$ cat src/rtl/clk_div_pkg.sv
// Shared types for the multi-channel clock/strobe divider.
//   div_mode_t    : TOGGLE (50% duty clock) or PULSE (one-cycle tick)
//   div_cfg_t     : half-period + mode pair at the default counter width
//   DEFAULT_DIV_W : default half-period counter width
package clk_div_pkg;

  localparam int DEFAULT_DIV_W = 32;

  typedef enum logic {
    MODE_TOGGLE = 1'b0,
    MODE_PULSE  = 1'b1
  } div_mode_t;

  typedef struct packed {
    logic [DEFAULT_DIV_W-1:0] half;
    div_mode_t                mode;
  } div_cfg_t;

endpackage

$ cat src/rtl/clock_divider_channel.sv
// One divider channel: half-period counter, active and pending configuration
// registers, and the period-boundary logic that swaps a pending configuration
// in without producing a truncated half-period.
//
// Ports
//   clk        : system clock
//   rst_n      : synchronous active-low reset
//   i_enable   : channel run enable
//   i_cfg_load : an accepted configuration targets this channel
//   i_cfg_half : half-period in clk cycles (0 stops the channel)
//   i_cfg_mode : 0 = TOGGLE, 1 = PULSE
//   o_out      : generated clock (TOGGLE) or strobe level (PULSE)
//   o_strobe   : one-cycle pulse on each rising edge of o_out / each tick
//   o_pending  : a configuration is waiting for the next period boundary
module clock_divider_channel
  import clk_div_pkg::*;
#(
  parameter int DIV_W = DEFAULT_DIV_W
) (
  input  logic             clk,
  input  logic             rst_n,
  input  logic             i_enable,
  input  logic             i_cfg_load,
  input  logic [DIV_W-1:0] i_cfg_half,
  input  logic             i_cfg_mode,
  output logic             o_out,
  output logic             o_strobe,
  output logic             o_pending
);

  logic [DIV_W-1:0] r_half;
  logic [DIV_W-1:0] r_pend_half;
  logic [DIV_W-1:0] r_cnt;
  div_mode_t        r_mode;
  div_mode_t        r_pend_mode;
  logic             r_pending;
  logic             r_out;
  logic             r_strobe;

  logic w_run;
  logic w_tick;
  logic w_boundary;

  assign w_run  = i_enable && (r_half != '0);
  assign w_tick = w_run && (r_cnt == (r_half - DIV_W'(1)));
  // A TOGGLE period ends on the tick that drives the output low; a PULSE
  // period ends on every tick.
  assign w_boundary = w_tick && ((r_mode == MODE_PULSE) || r_out);

  always_ff @(posedge clk) begin
    if (!rst_n) begin
      r_half      <= '0;
      r_mode      <= MODE_TOGGLE;
      r_pend_half <= '0;
      r_pend_mode <= MODE_TOGGLE;
      r_pending   <= 1'b0;
      r_cnt       <= '0;
      r_out       <= 1'b0;
      r_strobe    <= 1'b0;
    end else if (!w_run) begin
      r_cnt    <= '0;
      r_out    <= 1'b0;
      r_strobe <= 1'b0;
      // A stopped channel has no period to protect, so settings land at once.
      if (r_pending) begin
        r_half    <= r_pend_half;
        r_mode    <= r_pend_mode;
        r_pending <= 1'b0;
      end else if (i_cfg_load) begin
        r_half <= i_cfg_half;
        r_mode <= div_mode_t'(i_cfg_mode);
      end
    end else begin
      if (w_tick) begin
        r_cnt <= '0;
        if (r_mode == MODE_PULSE) begin
          r_out    <= 1'b1;
          r_strobe <= 1'b1;
        end else begin
          r_out    <= ~r_out;
          r_strobe <= ~r_out;
        end
      end else begin
        r_cnt    <= r_cnt + DIV_W'(1);
        r_strobe <= 1'b0;
        if (r_mode == MODE_PULSE) begin
          r_out <= 1'b0;
        end
      end

      if (w_boundary && r_pending) begin
        r_half    <= r_pend_half;
        r_mode    <= r_pend_mode;
        r_pending <= 1'b0;
      end

      // The top only asserts a load while pending is clear, so this never
      // collides with the boundary swap above.
      if (i_cfg_load) begin
        r_pend_half <= i_cfg_half;
        r_pend_mode <= div_mode_t'(i_cfg_mode);
        r_pending   <= 1'b1;
      end
    end
  end

  assign o_out     = r_out;
  assign o_strobe  = r_strobe;
  assign o_pending = r_pending;

endmodule

$ cat src/rtl/multi_clock_divider.sv
// N-channel clock/strobe generator. The top only decodes the configuration
// handshake to the addressed channel and muxes back that channel's ready.
//
// Ports
//   clk       : system clock
//   rst_n     : synchronous active-low reset
//   enable    : per-channel run enable
//   cfg_valid : configuration request
//   cfg_ready : request can be accepted for cfg_ch (combinational on cfg_ch)
//   cfg_ch    : target channel; out-of-range indices are accepted and dropped
//   cfg_half  : half-period in clk cycles, 0 stops the channel
//   cfg_mode  : 0 = TOGGLE, 1 = PULSE
//   out       : per-channel clock / strobe level
//   strobe    : per-channel one-cycle tick
module multi_clock_divider
  import clk_div_pkg::*;
#(
  parameter  int NUM_CH = 4,
  parameter  int DIV_W  = DEFAULT_DIV_W,
  localparam int CH_W   = (NUM_CH > 1) ? $clog2(NUM_CH) : 1
) (
  input  logic              clk,
  input  logic              rst_n,
  input  logic [NUM_CH-1:0] enable,
  input  logic              cfg_valid,
  output logic              cfg_ready,
  input  logic [CH_W-1:0]   cfg_ch,
  input  logic [DIV_W-1:0]  cfg_half,
  input  logic              cfg_mode,
  output logic [NUM_CH-1:0] out,
  output logic [NUM_CH-1:0] strobe
);

  logic [NUM_CH-1:0]      w_pending;
  logic [NUM_CH-1:0]      w_load;
  logic [(1<<CH_W)-1:0]   w_pend_ext;
  logic                   w_accept;

  // Padding the pending vector to the full index range makes out-of-range
  // channels read as "not pending", i.e. always ready.
  always_comb begin
    w_pend_ext              = '0;
    w_pend_ext[NUM_CH-1:0]  = w_pending;
  end

  assign cfg_ready = ~w_pend_ext[cfg_ch];
  assign w_accept  = cfg_valid && cfg_ready;

  for (genvar g = 0; g < NUM_CH; g++) begin : g_ch
    assign w_load[g] = w_accept && (cfg_ch == CH_W'(g));

    clock_divider_channel #(
      .DIV_W (DIV_W)
    ) u_ch (
      .clk        (clk),
      .rst_n      (rst_n),
      .i_enable   (enable[g]),
      .i_cfg_load (w_load[g]),
      .i_cfg_half (cfg_half),
      .i_cfg_mode (cfg_mode),
      .o_out      (out[g]),
      .o_strobe   (strobe[g]),
      .o_pending  (w_pending[g])
    );
  end

endmodule

$ cat config.mk
export PLATFORM = sky130hd
export DESIGN_NAME = multi_clock_divider
export DESIGN_NICKNAME = d
export VERILOG_FILES = /design/src/rtl/clk_div_pkg.sv /design/src/rtl/clock_divider_channel.sv /design/src/rtl/multi_clock_divider.sv
export SDC_FILE = /design/constraint.sdc
export NUM_CORES = 1
export LEC_CHECK = 0
export CAP_MARGIN = 0
export CORE_ASPECT_RATIO = 0.6
export CORE_UTILIZATION = 60
export DETAILED_ROUTE_END_ITERATION = 12
export HOLD_SLACK_MARGIN = 0.15
export PLACE_DENSITY = 0.75
export SLEW_MARGIN = 0
export SYNTH_ARGS = -nofsm -noshare
export SYNTH_HDL_FRONTEND = slang
export SYNTH_SLANG_ARGS = --single-unit
$ cat constraint.sdc
create_clock -name clk -period 8.49 [get_ports clk]
set_clock_uncertainty 0.1 [all_clocks]
set_input_delay 0.849 -clock clk [delete_from_list [all_inputs] [get_ports clk]]
set_output_delay 0.849 -clock clk [all_outputs]
set_load 0.02 [all_outputs]
* Word level (Yosys, flattened, before mapping)
Index checks and enable logic that the tools add are counted.
** Word-level totals
- Register bits :: 404
- Input bits :: 42
- Output and inout bits :: 9
** Cells by class
- Reduce and logical (&&, ||, !) cells :: 62
- Bitwise logic cells :: 10
- Muxes and demuxes :: 54
- Add/subtract/negate cells :: 8
- $lt $le $gt $ge :: 1
- Equal/unequal tests :: 11
** Operator list (number)
- $mux 32 :: 16
- $add 32x1->32 const B :: 4
- $eq 32x32->1 :: 4
- $reduce_bool 32->1 :: 4
- $sub 32x1->32 const B :: 4
- $mux 1 :: 37
- $reduce_and 2->1 :: 12
- $logic_and 1x1->1 :: 21
- $reduce_bool 2->1 :: 8
- $reduce_and 3->1 :: 4
- $reduce_bool 3->1 :: 4
- $reduce_or 3->1 :: 4
- $not 1->1 :: 10
- $ne 2x2->1 const B :: 4
- $eq 2x2->1 const B :: 2
- $logic_or 1x1->1 :: 4
- $lt 2x3->1 const B :: 1
- $bmux 1 s2 :: 1
- $eq 2x1->1 const B :: 1
- $logic_not 2->1 :: 1

* Logic depth before layout (Yosys ltp)
- Depth in word-level cells :: 8
- Mapped depth :: 15

* Cells and area by module
A second synthesis with hierarchy kept.
** Unflattened totals
- Cell total of the unflattened synthesis :: 2939
- Area, all modules :: 23839.1 µm²
** By module, submodules not included
- clock_divider_channel (g_ch[0].u_ch ...) :: times used 3, sequential area each 2021.9 µm², cells each 776, area each 6140.9 µm²
- clock_divider_channel (g_ch[3].u_ch) :: times used 1, sequential area each 2021.9 µm², cells each 604, area each 5352.6 µm²
- multi_clock_divider :: times used 1, sequential area each 0.0 µm², cells each 7, area each 63.8 µm²

* Least setup slack after synthesis
OpenSTA, ideal clock, no wires.
- Path kind :: register to register
- Start :: reg g_ch[2].u_ch.r_half[5]
- End :: reg g_ch[2].u_ch.r_half[10]
- Data required time :: 8.324 ns
- Library setup time :: 0.066 ns
- Setup slack :: 4.334 ns
- Cell stages (with the launch flop) :: 12
- Buffers on the path :: 2
- Arrival :: 3.989 ns
- Cells stage by stage :: dfxtp_1 or4_1 buf_2 or4_1 nor4_1 mux2_2 or3b_2 or4b_4 nor4_4 buf_6 o31ai_1 a21oi_2
** On the way
- Cells in the longest elaborated chain, start to end :: 7
- Elaborated cells on any way between the ends :: 11
- Those cells by class :: add/sub: 1; eq/ne: 2; mux: 1; reduce/logical: 7
** RTL lines
- start: declaration :: line clock_divider_channel.sv:31 : logic [DIV_W-1:0] r_half;
- start signal: assignment :: line clock_divider_channel.sv:66 : r_half <= r_pend_half;
- start signal: assignment :: line clock_divider_channel.sv:70 : r_half <= i_cfg_half;
- start signal: assignment :: line clock_divider_channel.sv:92 : r_half <= r_pend_half;
- $sub 32x1->32 / $reduce_bool 32->1 (equally long branches) :: line clock_divider_channel.sv:45, clock_divider_channel.sv:44
- $eq 32x32->1 / $logic_and 1x1->1 (equally long branches) :: line clock_divider_channel.sv:45, clock_divider_channel.sv:44
- $logic_and 1x1->1 :: line clock_divider_channel.sv:45 : assign w_tick = w_run && (r_cnt == (r_half - DIV_W'(1)));
- $logic_and 1x1->1 :: line clock_divider_channel.sv:48 : assign w_boundary = w_tick && ((r_mode == MODE_PULSE) || r_out);
- $logic_and 1x1->1 :: line clock_divider_channel.sv:91 : if (w_boundary && r_pending) begin
- $ne 2x2->1 (no source line)
- $reduce_and 2->1 (no source line)
Several ways; a longest one is shown, not always the timed one.
A chain may end at the register's enable or synchronous reset.

* Worst setup path after layout
- Start :: reg g_ch[1].u_ch.r_half[0]
- End :: reg g_ch[1].u_ch.r_half[9]
** On the way
- Cells in the longest elaborated chain, start to end :: 7
- Elaborated cells on any way between the ends :: 11
- Those cells by class :: add/sub: 1; eq/ne: 2; mux: 1; reduce/logical: 7
** RTL lines (line)
- start: declaration :: clock_divider_channel.sv:31
- start signal: assignment :: clock_divider_channel.sv:66
- start signal: assignment :: clock_divider_channel.sv:70
- start signal: assignment :: clock_divider_channel.sv:92
- $sub 32x1->32 / $reduce_bool 32->1 (equally long branches) :: clock_divider_channel.sv:45, clock_divider_channel.sv:44
- $eq 32x32->1 / $logic_and 1x1->1 (equally long branches) :: clock_divider_channel.sv:45, clock_divider_channel.sv:44
- $logic_and 1x1->1 :: clock_divider_channel.sv:45
- $logic_and 1x1->1 :: clock_divider_channel.sv:48
- $logic_and 1x1->1 :: clock_divider_channel.sv:91
- $ne 2x2->1 (no source line)
- $reduce_and 2->1 (no source line)
Several ways; a longest one is shown, not always the timed one.

==> flow_metrics.tcl <==
set metrics [dict create \
    status "finished clean" \
    finish.utilization_pct 66.7 \
    fillers 2994 \
    clkSinkCount 404 \
    cts_htree_levels 2 \
    slew_headroom_pct 13.5 \
    grt_residual_overflow 0 \
    peakVddDrop_uv 154 \
    syn-instance-count 2688 \
    cp-start-kind "flip-flop" \
    route.top_layer_used "met4" \
    num_vias 19200 \
    cp.required_ps 8850 \
    synth.yosys.warnings 0 \
    synth.cell_area_um2 22000 \
    first_global_vias 17800 \
    clkTransAtPathRegs_ps 60 \
    finalWirelength_um 58900 \
    diodes 0 \
    insertion_delay_ps 550 \
    clock-root-buffer "sky130_fd_sc_hd__clkbuf_16" \
    route.layer.met1.wl_um 26700 \
    post_dp_cell_area_um2 22400 \
    synth.avg_cell_area_um2 8.20 \
    synth_area_leaders "sky130_fd_sc_hd__dfxtp_1 (37%), sky130_fd_sc_hd__nand2_1 (6.3%), sky130_fd_sc_hd__xor2_1 (5.7%)" \
    finished_layout_cell_area_um2 23800 \
    cp-end-kind "flip-flop" \
    synth.lib_cells_used.distinct 89 \
    mapped_nets 2738 \
    p_per_area_nw_per_um2 210 \
    hold_bufs_at_cts 0 \
    ctsLongestPathBuffers 3 \
    final.min_clock_period_ps 4760 \
    finalCritPeriodShare_pct 56.0 \
    master_of_the_slowest_instance_on_the_critical_path "sky130_fd_sc_hd__nand2b_1" \
    fin_tns_setup_ps 0 \
    timing.critical_path.cells "inv_1 -> ha_1 -> or3b_2 -> or4_1 -> nor4_2 -> a21boi_1 -> nand2b_1 -> a22o_4 -> a221oi_2" \
    area.growth.synth_to_final_pct 7.79 \
    synth.ff_latch_count 404 \
    ctsResizeCount 0 \
    timing.fmax_ghz 0.210 \
    met3_length_um 4940 \
    unrepaired_setup_endpoints_after_global_routing "no" \
    pleak_nw 8.28 \
    cts-buffers-inserted 39 \
    post_dr_vias_cell 6.23 \
    hold_violations 0 \
    setup_viols_final 0 \
    wl_per_cell_um 19.1 \
    gr-usage-all-layers_pct 31.0 \
    maximum_number_of_pins_on_one_net_before_global_route_repair 120 \
    synthFlopType "sky130_fd_sc_hd__dfxtp_1" \
    top_level_ports 51 \
    cts_tree "yes" \
    critical_path.max_fanout 34 \
    synth_sequential_area_ratio_pct 36.7 \
    critPathBufInv 1 \
    final_layout_size_suffix_gt1_share_pct 8.28 \
    netlist.area_leader.share_pct 36.7 \
    worst_ep_arrival_time_ps 5120 \
    die-height_um 150 \
    port-buffer-count 50 \
    postSynth.asyncResetShare_pct 0 \
    type_of_the_most_critical_hold_path "flip-flop to flip-flop" \
    die_width_um 249 \
    detailedRoute.firstPassIterationCount 6 \
    finalMaxSlewViolations 0 \
    synth-edff-count 0 \
    antenna_violations_before_repair 1 \
    placer_congestion 0.948 \
    drtIter0Drc 1732 \
    grt_first_pass_wirelength_um 94200 \
    full_die_area_um2 37500 \
    drv_cap 0 \
    timing_worst_slew_pin_value_ps 1300 \
    cts_post_setup_buffers_inserted 0 \
    yosysTopAreaCell "sky130_fd_sc_hd__dfxtp_1" \
    critPathTopFamily "simple AND/OR/NAND/NOR gates" \
    antenna_left 0 \
    path_class "flip-flop to flip-flop" \
    hpwl_um 41600 \
    fin_nets 2646 \
    start_util_pct 61.9 \
    critPathMaxStageDelay_ps 850 \
    detailroute.wirelength.met2_um 26000 \
    core.rowCount 53 \
    placeableCoreArea_um2 35600 \
    drcViolationCount 0 \
]
-- flip-flops by register name, summed over array words and instances, names as in the netlist --
| register | flops |
|---|---|
| g_ch.u_ch.r_mode | 4 |
| g_ch.u_ch.o_strobe | 4 |
| g_ch.u_ch.o_out | 4 |
| g_ch.u_ch.r_pend_half | 128 |
| g_ch.u_ch.r_half | 128 |
| g_ch.u_ch.o_pending | 4 |
| g_ch.u_ch.r_cnt | 128 |
| g_ch.u_ch.r_pend_mode | 4 |
-- placed cells by master, fill, tap and decap left out, types with 31 or more instances in the layout --
cell                              synthesis  routed
sky130_fd_sc_hd__o21ai_0                 64      64
sky130_fd_sc_hd__nor3_1                  67      67
sky130_fd_sc_hd__o221ai_1                36      36
sky130_fd_sc_hd__nand3_1                 79      79
sky130_fd_sc_hd__a21oi_1                 64      63
sky130_fd_sc_hd__a21boi_0               132     132
sky130_fd_sc_hd__xor2_1                 144     144
sky130_fd_sc_hd__dfxtp_1                404     404
sky130_fd_sc_hd__mux2i_1                 43      43
sky130_fd_sc_hd__clkdlybuf4s50_1          0      49
sky130_fd_sc_hd__nand4_1                 45      45
sky130_fd_sc_hd__clkbuf_16                0      41
sky130_fd_sc_hd__nor4_1                  45      45
sky130_fd_sc_hd__nor2_1                 242     238
sky130_fd_sc_hd__o21a_1                  31      31
sky130_fd_sc_hd__and3_1                  33      33
sky130_fd_sc_hd__inv_1                  123     123
sky130_fd_sc_hd__nand2_1                372     372
sky130_fd_sc_hd__o31ai_1                 40      40
sky130_fd_sc_hd__xnor2_1                137     137
-- power breakdown --
part           internal, W  switching, W  total, W  leakage (nW)
clock network      0.00108      0.000757   0.00184         0.655
logic             0.000427      0.000677   0.00110          4.35
registers          0.00196     0.0000917   0.00205          3.27
total              0.00347       0.00153   0.00500          8.28
-- worst reg2reg max path: cells and delay by family, from the launching register on --
family / cells / cell delay, ps
flops: 1 / 360
simple gates: 4 / 2380
fa+ha+maj: 1 / 250
compound gates: 3 / 1500
buf+inv: 1 / 90
-- metal layers --
metal  vias up  GRT usage [%]
li1       9236              -
met1      9184           43.1
met2       687           48.7
met3       113           6.50
met4         0           8.64
met5         -              0
-- final cells by class --
type                            instances  area [um^2]  area share [%]
Multi-Input combinational cell       1959        12700            53.3
Sequential cell                       404         8090            34.0
Clock buffer                           50         1120            4.71
Timing Repair Buffer                   69          644            2.71
Tap cell                              467          584            2.46
Inverter                              123          462            1.94
Clock inverter                         15          209           0.879
-- path summary, 6_finish.rpt --
path | startpoint | slack (ps) | end | cells past startpoint
worst max-delay path | g_ch[1].u_ch.r_half[0] | 3730 | g_ch[1].u_ch.r_half[9] | 9
worst max register to register | g_ch[1].u_ch.r_half[0] | 3730 | g_ch[1].u_ch.r_half[9] | 9
worst min register to register | g_ch[1].u_ch.r_pend_half[0] | 360 | g_ch[1].u_ch.r_half[0] | 2
worst min-delay path | g_ch[1].u_ch.r_pend_half[0] | 360 | g_ch[1].u_ch.r_half[0] | 2
-- stage by stage --
stage               worst slack (ps)  hold slack (ps)  total power [W]  cells
floorplan                       4330              338          0.00290   2688
global placement                3960              350          0.00314   3022
detailed placement              3830              357          0.00316   3022
CTS                             3800              366          0.00499   3087
global route                    3430              384          0.00520   3087
finish                          3730              364          0.00500   3087
-- cell families after synthesis --
kind of cell / share of synthesized area, %
compound gates: 20.1
xor+xnor: 11.2
fa+ha+maj: 0.454
buf+inv: 6.09
flops: 36.7
mux: 2.16
simple gates: 23.4
-- cell usage after synthesis, types with 43 or more instances --
cell	count
sky130_fd_sc_hd__a21boi_0	132
sky130_fd_sc_hd__a21oi_1	64
sky130_fd_sc_hd__clkbuf_1	119
sky130_fd_sc_hd__dfxtp_1	404
sky130_fd_sc_hd__inv_1	123
sky130_fd_sc_hd__mux2i_1	43
sky130_fd_sc_hd__nand2_1	372
sky130_fd_sc_hd__nand3_1	79
sky130_fd_sc_hd__nand4_1	45
sky130_fd_sc_hd__nor2_1	242
sky130_fd_sc_hd__nor3_1	67
sky130_fd_sc_hd__nor4_1	45
sky130_fd_sc_hd__o21ai_0	64
sky130_fd_sc_hd__xnor2_1	137
sky130_fd_sc_hd__xor2_1	144
Power figures use the tool's default switching activity.
